File: src/rtl/sam_pkg.sv
// Shared types and defaults for the two-port memory arbiter.
package sam_pkg;

    typedef enum logic [1:0] {
        IDLE  = 2'd0,
        ISSUE = 2'd1,
        BUSY  = 2'd2,
        DONE  = 2'd3
    } state_t;

    localparam int unsigned AW_DEF      = 16;
    localparam int unsigned DW_DEF      = 16;
    localparam int unsigned TIMEOUT_DEF = 255;

    localparam logic RW_READ  = 1'b1;
    localparam logic RW_WRITE = 1'b0;

endpackage

File: src/rtl/arb_pick.sv
// Combinational winner select between two requesters; pref breaks ties.
module arb_pick (
    input  logic req0,
    input  logic req1,
    input  logic pref,
    output logic grant
);

    always_comb begin
        grant = 1'b0;
        if (req0 && req1) begin
            grant = pref;
        end else if (req1) begin
            grant = 1'b1;
        end
    end

endmodule

File: src/rtl/mem_arbiter.sv
// Two-port memory arbiter: IDLE -> ISSUE -> BUSY -> DONE, registered outputs.
// Define MEM_ARB_RR_EN for round-robin arbitration; default is port 0 fixed priority.
module mem_arbiter
    import sam_pkg::*;
#(
    parameter int unsigned AW      = AW_DEF,
    parameter int unsigned DW      = DW_DEF,
    parameter int unsigned TIMEOUT = TIMEOUT_DEF
) (
    input  logic          clk,
    input  logic          reset,
    input  logic          req0,
    input  logic          req1,
    input  logic          rw0,
    input  logic          rw1,
    input  logic [AW-1:0] addr0,
    input  logic [AW-1:0] addr1,
    input  logic [DW-1:0] wdata0,
    input  logic [DW-1:0] wdata1,
    output logic          ack0,
    output logic          ack1,
    output logic [DW-1:0] rdata,
    output logic          err,
    output logic [AW-1:0] mem_addr,
    output logic [DW-1:0] mem_wdata,
    output logic          mem_req,
    output logic          mem_rw,
    input  logic          mem_wait,
    input  logic [DW-1:0] mem_rdata
);

    // Counter value seen on the last tolerated busy cycle.
    localparam logic [7:0] CNT_LAST = 8'(TIMEOUT - 1);

    state_t     state;
    logic [7:0] cnt;
    logic       owner;
    logic       grant;
    logic       pref;

    arb_pick u_arb_pick (
        .req0  (req0),
        .req1  (req1),
        .pref  (pref),
        .grant (grant)
    );

`ifdef MEM_ARB_RR_EN
    always_ff @(posedge clk) begin
        if (reset) begin
            pref <= 1'b0;
        end else if (state == IDLE && (req0 || req1)) begin
            pref <= ~grant;
        end
    end
`else
    assign pref = 1'b0;
`endif

    // The mem_* registers double as the latched request; they are only
    // loaded in IDLE, so requester changes mid-transaction are ignored.
    always_ff @(posedge clk) begin
        if (reset) begin
            state     <= IDLE;
            cnt       <= '0;
            owner     <= 1'b0;
            rdata     <= '0;
            mem_req   <= 1'b0;
            mem_rw    <= RW_READ;
            mem_addr  <= '0;
            mem_wdata <= '0;
            ack0      <= 1'b0;
            ack1      <= 1'b0;
            err       <= 1'b0;
        end else begin
            ack0 <= 1'b0;
            ack1 <= 1'b0;
            err  <= 1'b0;
            case (state)
                IDLE: begin
                    if (req0 || req1) begin
                        owner     <= grant;
                        mem_rw    <= grant ? rw1 : rw0;
                        mem_addr  <= grant ? addr1 : addr0;
                        mem_wdata <= grant ? wdata1 : wdata0;
                        mem_req   <= 1'b1;
                        cnt       <= '0;
                        state     <= ISSUE;
                    end
                end
                ISSUE: state <= BUSY;
                BUSY: begin
                    if (!mem_wait) begin
                        if (mem_rw == RW_READ) begin
                            rdata <= mem_rdata;
                        end
                        mem_req <= 1'b0;
                        ack0    <= ~owner;
                        ack1    <= owner;
                        state   <= DONE;
                    end else if (cnt == CNT_LAST) begin
                        mem_req <= 1'b0;
                        ack0    <= ~owner;
                        ack1    <= owner;
                        err     <= 1'b1;
                        state   <= DONE;
                    end else begin
                        cnt <= cnt + 8'd1;
                    end
                end
                DONE:    state <= IDLE;
                default: state <= IDLE;
            endcase
        end
    end

endmodule

File: config.mk
export PLATFORM = sky130hd
export DESIGN_NAME = mem_arbiter
export DESIGN_NICKNAME = d
export VERILOG_FILES = /design/src/rtl/sam_pkg.sv /design/src/rtl/arb_pick.sv /design/src/rtl/mem_arbiter.sv
export SDC_FILE = /design/constraint.sdc
export NUM_CORES = 1
export LEC_CHECK = 0
export ABC_CLOCK_PERIOD_IN_PS = 3240
export BUFFER_PORTS_ARGS = -buffer_cell sky130_fd_sc_hd__buf_2
export CORE_MARGIN = 2
export CORE_UTILIZATION = 49
export DETAILED_ROUTE_END_ITERATION = 8
export PLACE_DENSITY = 0.88
export REMOVE_ABC_BUFFERS = 1
export SLEW_MARGIN = 20
export SYNTH_ARGS = -nofsm -noshare
export SYNTH_HDL_FRONTEND = slang
export SYNTH_SLANG_ARGS = --single-unit
export TNS_END_PERCENT = 10
File: constraint.sdc
create_clock -name clk -period 3.24 [get_ports clk]
set_input_delay 0.648 -clock clk [delete_from_list [all_inputs] [get_ports clk]]
set_output_delay 0.648 -clock clk [all_outputs]
set_load 0.02 [all_outputs]
* Yosys cells after proc, flatten, opt, wreduce, memory -nomap -nowiden
Index checks and enable logic that the tools add are counted.
Storage, ports and cells: register bits 64, input port bits 87, output and inout port bits 53, logic and storage cells 56
Operators by class: add/subtract/negate cells 1, equal/unequal tests 8, muxes and demuxes 22, bitwise logic cells 3, reductions and logical operators 11
Operators by type and width (number):
- 16-bit two-way mux | 2
- 8-bit two-way mux | 3
- 8-bit one-hot mux with 2 select lines | 1
- 1-bit two-way mux | 11
- 8-bit by 1-bit adder with 8-bit output, second input constant | 1
- 8-bit equality test, second input constant | 1
- 2-bit one-hot mux with 4 select lines | 1
- 2-bit two-way mux | 3
- 2-bit inequality test, second input constant | 3
- 3-bit AND reduction | 2
- 2-bit equality test, second input constant | 2
- 2-bit AND reduction | 2
- 4-bit AND reduction | 1
- 3-bit inequality test, second input constant | 1
- 1-bit inverter | 3
- 3-bit OR reduction | 1
- 2-bit by 1-bit equality test with 1-bit output, second input constant | 1
- 2-bit logical NOT | 1
- 1-bit one-hot mux with 2 select lines | 1
- 2-bit nonzero test | 1
- 2-bit OR reduction | 1
- 1-bit logical AND | 1
- 1-bit logical OR | 1

* Depth between registers and ports, before layout
word-level depth 4, mapped depth 8, mapped depth without buffers 7

* Cells and area by module
A second synthesis with hierarchy kept.
Second synthesis, totals: cells, all modules 310, area, all modules 2745.1 µm²
By module, submodules not included:
- mem_arbiter | times used 1, cells an instance 308, area an instance 2733.9 µm², sequential area each 1281.2 µm²
- arb_pick | times used 1, cells an instance 2, area an instance 11.3 µm², sequential area each 0.0 µm²

* Worst setup path after synthesis
OpenSTA, ideal clock, no wires.
kind input to register, from input port req0, to register cnt[5], setup time 0.058 ns, data arrival time 1.744 ns, setup slack 1.438 ns, stages 4, buffers on the path 0, cell sequence or3b_1 a311oi_4 o21bai_1 o21a_1
Between the ends: longest elaborated chain between the ends 3
RTL lines:
- from (decl) | line mem_arbiter.sv:12 | input logic req0,
- 1-bit logical OR | line mem_arbiter.sv:81 | if (req0 || req1) begin
- 2-bit inequality test (no line)
- 4-bit AND reduction (no line)
- to (signal assigned) | line mem_arbiter.sv:108 | cnt <= cnt + 8'd1;
- to (decl) | line mem_arbiter.sv:36 | logic [7:0] cnt;
No other way between the ends. A chain may end at the register's enable or synchronous reset.

* Final worst setup path
from register state[0], to register rdata[11]
Between the ends: longest elaborated chain between the ends 2
RTL lines:
- from (decl) | line mem_arbiter.sv:35 | state_t state;
- from (signal assigned) | line mem_arbiter.sv:64 | state <= IDLE;
- from (signal assigned) | line mem_arbiter.sv:88 | state <= ISSUE;
- from (signal assigned) | line mem_arbiter.sv:91 | ISSUE: state <= BUSY;
- 2-bit equality test | line mem_arbiter.sv:79 | case (state)
- 3-bit AND reduction (no line)
- to (signal assigned) | line mem_arbiter.sv:95 | rdata <= mem_rdata;
- to (decl) | line mem_arbiter.sv:22 | output logic [DW-1:0] rdata,
No other way between the ends.

==> impl_summary.log <==
[metrics] wire length of the first global-routing pass: 10,500 um
[metrics] type of the most critical hold path: flip-flop to flip-flop
[metrics] Detailed Place HPWL: 4950 um
[metrics] relative area change from synthesis to final layout: 34.0%
[metrics] y dimension of the die: 78.7 um
[metrics] total I/O pin count: 140
[metrics] net switching component of the power: 1.06 mW
[metrics] required time reported for the critical path endpoint: 3500 ps
[metrics] area of combinational cells with multiple inputs: 1360 um^2
[metrics] final setup fails: 0
[metrics] Final TNS setup: 0 ps
[metrics] clock network fraction of total power: 24.8%
[metrics] Critical Path End Type: flip-flop
[metrics] sequential fraction of the synthesis area: 46.8%
[metrics] pin count of the biggest net entering global routing: 65
[metrics] Peak VDD IR: 0.000444 V
[metrics] drt initial violations: 102
[metrics] starting utilization of the core area: 50.3%
[metrics] final setup slack of the worst path: 1230 ps
[metrics] CTS Buf Count: 9
[metrics] Async S/R FF share, synth: 0%
[metrics] end-of-flow core utilization: 67.4%
[metrics] TritonCTS clock tree: done
[metrics] Final period util: 62.1%
[metrics] post-synth cell types: 32
[metrics] number of vias per cell after detailed routing: 5.08
[metrics] Seq. cell area: 1280 um^2
[metrics] static leakage: 1.83 nW
[metrics] Worst Path Max Fanout: 16
[metrics] clock net sink count: 64
[metrics] Setup crit start kind: flip-flop
[metrics] routability cong.: 0.791
[metrics] worst max-slew margin expressed relative to the limit: 35.1%
[metrics] cell area after synthesis: 2740 um^2
[metrics] met1 Track Usage GR: 25.7%
[metrics] total global-route track usage: 21.7%
[metrics] number of synthesized flops with an enable pin: 0
[metrics] number of buffers inserted by port buffering: 139
[metrics] total congestion overflow: 0
[metrics] Tightest Pin Transition: 970 ps
[metrics] pwr/cell area: 769 nW/um^2
[metrics] clock latency at the later pin of the worst-skew pair: 330 ps
[metrics] post-layout minimum cycle time: 2010 ps
[metrics] post-detailed-route DRC marker count: 0
[metrics] RSZ-0062 raised after global routing: false
[metrics] buffer count from post-CTS setup fixing: 0
[metrics] standard-cell rows: 27
[metrics] CTS root buf: sky130_fd_sc_hd__clkbuf_8
[metrics] Max Root-Sink Buffers: 2
[metrics] count of endpoints failing hold in the final timing report: 0
[metrics] Die X: 78.7 um
[metrics] critical path arrival: 2270 ps
[metrics] number of global-route vias before repair: 2,362
[metrics] Hold Buf Count CTS: 0
[metrics] biggest area consumer among synthesized cells: sky130_fd_sc_hd__dfxtp_1
[metrics] flip-flop cell with the highest count after synthesis: sky130_fd_sc_hd__dfxtp_1
[metrics] register bit total from synthesis: 64
[metrics] Floorplan Core Area: 5440 um^2
[metrics] Post-Layout Cell Count: 516
[metrics] remaining number of nets flagged by the antenna check after routing: 0
[metrics] placed cell area: 3460 um^2
[metrics] layer with the highest usage: met2
[metrics] Place WS: 1190 ps
[metrics] total wirelength of the detailed-routed design: 6700 um
[metrics] drt first pass iters: 4
[metrics] clk slew on worst S/H paths: 70 ps
[metrics] switching power share of the total: 37.5%
[metrics] Placed Cells incl. Taps: 501
[metrics] final-layout fill cell count: 452
[metrics] level count of the clock H-tree: 3
[metrics] main area contributors after synthesis: sky130_fd_sc_hd__dfxtp_1, sky130_fd_sc_hd__mux2i_1, sky130_fd_sc_hd__a211oi_1
[metrics] Total Die Area: 6200 um^2
[metrics] Max Cap Viol: 0
[metrics] GR Layer Usage met2: 35.5%
[metrics] final setup skew: 3.50 ps
[metrics] combinational share of power: 37.1%
[metrics] Final Instance Area: 3670 um^2
[metrics] type of the worst setup path: flip-flop to flip-flop
[metrics] outcome: finished clean
[metrics] maximum achievable frequency: 0.497 GHz
[metrics] diode count: 0
[metrics] number of warnings reported in the yosys synthesis log: 0
[metrics] share of layout cells above drive strength 1: 37.2%
[metrics] met3 demand-to-capacity share in global routing: 7.16%
[metrics] cell count after synthesis: 307
[metrics] sequential share of power: 38.2%
[metrics] Pint: 1.76 mW
[metrics] NumNets Final: 532
[metrics] mean cell area of the mapped netlist: 8.92 um^2
[metrics] initial antenna violation count: 0
[metrics] routed len/inst: 13.0 um
[metrics] area share of the largest cell type after synthesis: 46.8%
[metrics] number of vias in the routed layout: 2,622
[metrics] Resized cells post-CTS: 0
[metrics] final max-slew violation count: 0
placed cells by master (no fill, tap or decap), types with 2 or more instances in the layout:
cell type,count
sky130_fd_sc_hd__a211oi_1,33
sky130_fd_sc_hd__a21oi_1,18
sky130_fd_sc_hd__and3_1,2
sky130_fd_sc_hd__buf_2,139
sky130_fd_sc_hd__buf_4,3
sky130_fd_sc_hd__clkbuf_8,12
sky130_fd_sc_hd__clkinv_2,2
sky130_fd_sc_hd__dfxtp_1,64
sky130_fd_sc_hd__ha_1,5
sky130_fd_sc_hd__inv_1,4
sky130_fd_sc_hd__mux2i_1,34
sky130_fd_sc_hd__nand2_1,41
sky130_fd_sc_hd__nand2b_1,2
sky130_fd_sc_hd__nand3_1,5
sky130_fd_sc_hd__nor2_1,44
sky130_fd_sc_hd__nor3_1,2
sky130_fd_sc_hd__o21a_1,2
sky130_fd_sc_hd__o21ai_0,13
sky130_fd_sc_hd__o31ai_1,2
sky130_fd_sc_hd__or2_2,2
worst paths after layout:
path | startpoint | to | slack, ps | cells past startpoint
max | state[0]$_SDFFE_PP0P_ | rdata[11]$_SDFFE_PP0P_ | 1230 | 6
max reg2reg | state[0]$_SDFFE_PP0P_ | rdata[11]$_SDFFE_PP0P_ | 1230 | 6
min | rdata[8]$_SDFFE_PP0P_ | rdata[8]$_SDFFE_PP0P_ | 450 | 2
min reg2reg | rdata[8]$_SDFFE_PP0P_ | rdata[8]$_SDFFE_PP0P_ | 450 | 2
power groups by stage:
stage          logic [mW]  registers, mW  clock network, mW
2_1_floorplan       0.513           1.29                  0
3_3_place_gp         1.02           1.08                  0
3_5_place_dp         1.05           1.09                  0
4_1_cts              1.05           1.08              0.713
5_1_grt              1.16           1.10              0.758
6_report             1.05           1.08              0.699
cell usage after synthesis (2+ instances only):
master and n:
sky130_fd_sc_hd__ha_1 5, sky130_fd_sc_hd__dfxtp_1 64, sky130_fd_sc_hd__a21oi_1 18, sky130_fd_sc_hd__mux2i_1 34, sky130_fd_sc_hd__a211oi_1 33, sky130_fd_sc_hd__inv_1 4, sky130_fd_sc_hd__o31ai_1 2, sky130_fd_sc_hd__or2_2 2
sky130_fd_sc_hd__o21a_1 3, sky130_fd_sc_hd__buf_2 4, sky130_fd_sc_hd__o21ai_0 13, sky130_fd_sc_hd__nor3_1 2, sky130_fd_sc_hd__and3_1 2, sky130_fd_sc_hd__clkbuf_1 14, sky130_fd_sc_hd__nand2_1 41, sky130_fd_sc_hd__nor2_1 44
sky130_fd_sc_hd__nand2b_1 3, sky130_fd_sc_hd__nand3_1 5
area by class of cell:
type,count,share of cell area (%)
multi-input cells,219,37.0
repair buffers,142,19.6
inverters,4,0.409
flip-flops and latches,64,34.9
clock inverters,3,1.09
clock buffers,12,4.50
well taps,72,2.46
cells by family (layout without fill, tap and decap cells):
family	count (synthesis)	in the layout	share of synthesized area, %
mux	34	34	12.4
buf+inv	24	161	3.75
compound gates	75	75	18.5
fa+ha+maj	5	5	2.29
flops	64	64	46.8
simple gates	105	105	16.2
state kept, by name (all words and copies together) (netlist names), 2 cells and up:
signal	cells
mem_addr	16
mem_wdata	16
state	2
cnt	8
rdata	16
routing by layer:
metal	up-vias	share of wire, %
met1	1163	42
met5	-	0
met3	14	8.8
met4	0	2.2
met2	104	47
li1	1341	-
through the flow:
stage	power (mW)	hold slack [ps]
final	2.82	451
after global routing	3.02	468
after CTS	2.84	453
after detailed placement	2.14	444
after global placement	2.10	438
after floorplan	1.80	417
critical path: stages, from the launching register on:
cell	delay (ps)
sky130_fd_sc_hd__dfxtp_1	300
sky130_fd_sc_hd__inv_1	110
sky130_fd_sc_hd__ha_1	350
sky130_fd_sc_hd__nand2_1	130
sky130_fd_sc_hd__nor2_1	750
sky130_fd_sc_hd__nand2_1	140
sky130_fd_sc_hd__a21oi_1	160
Note: power is estimated with default switching activity, not from simulation.
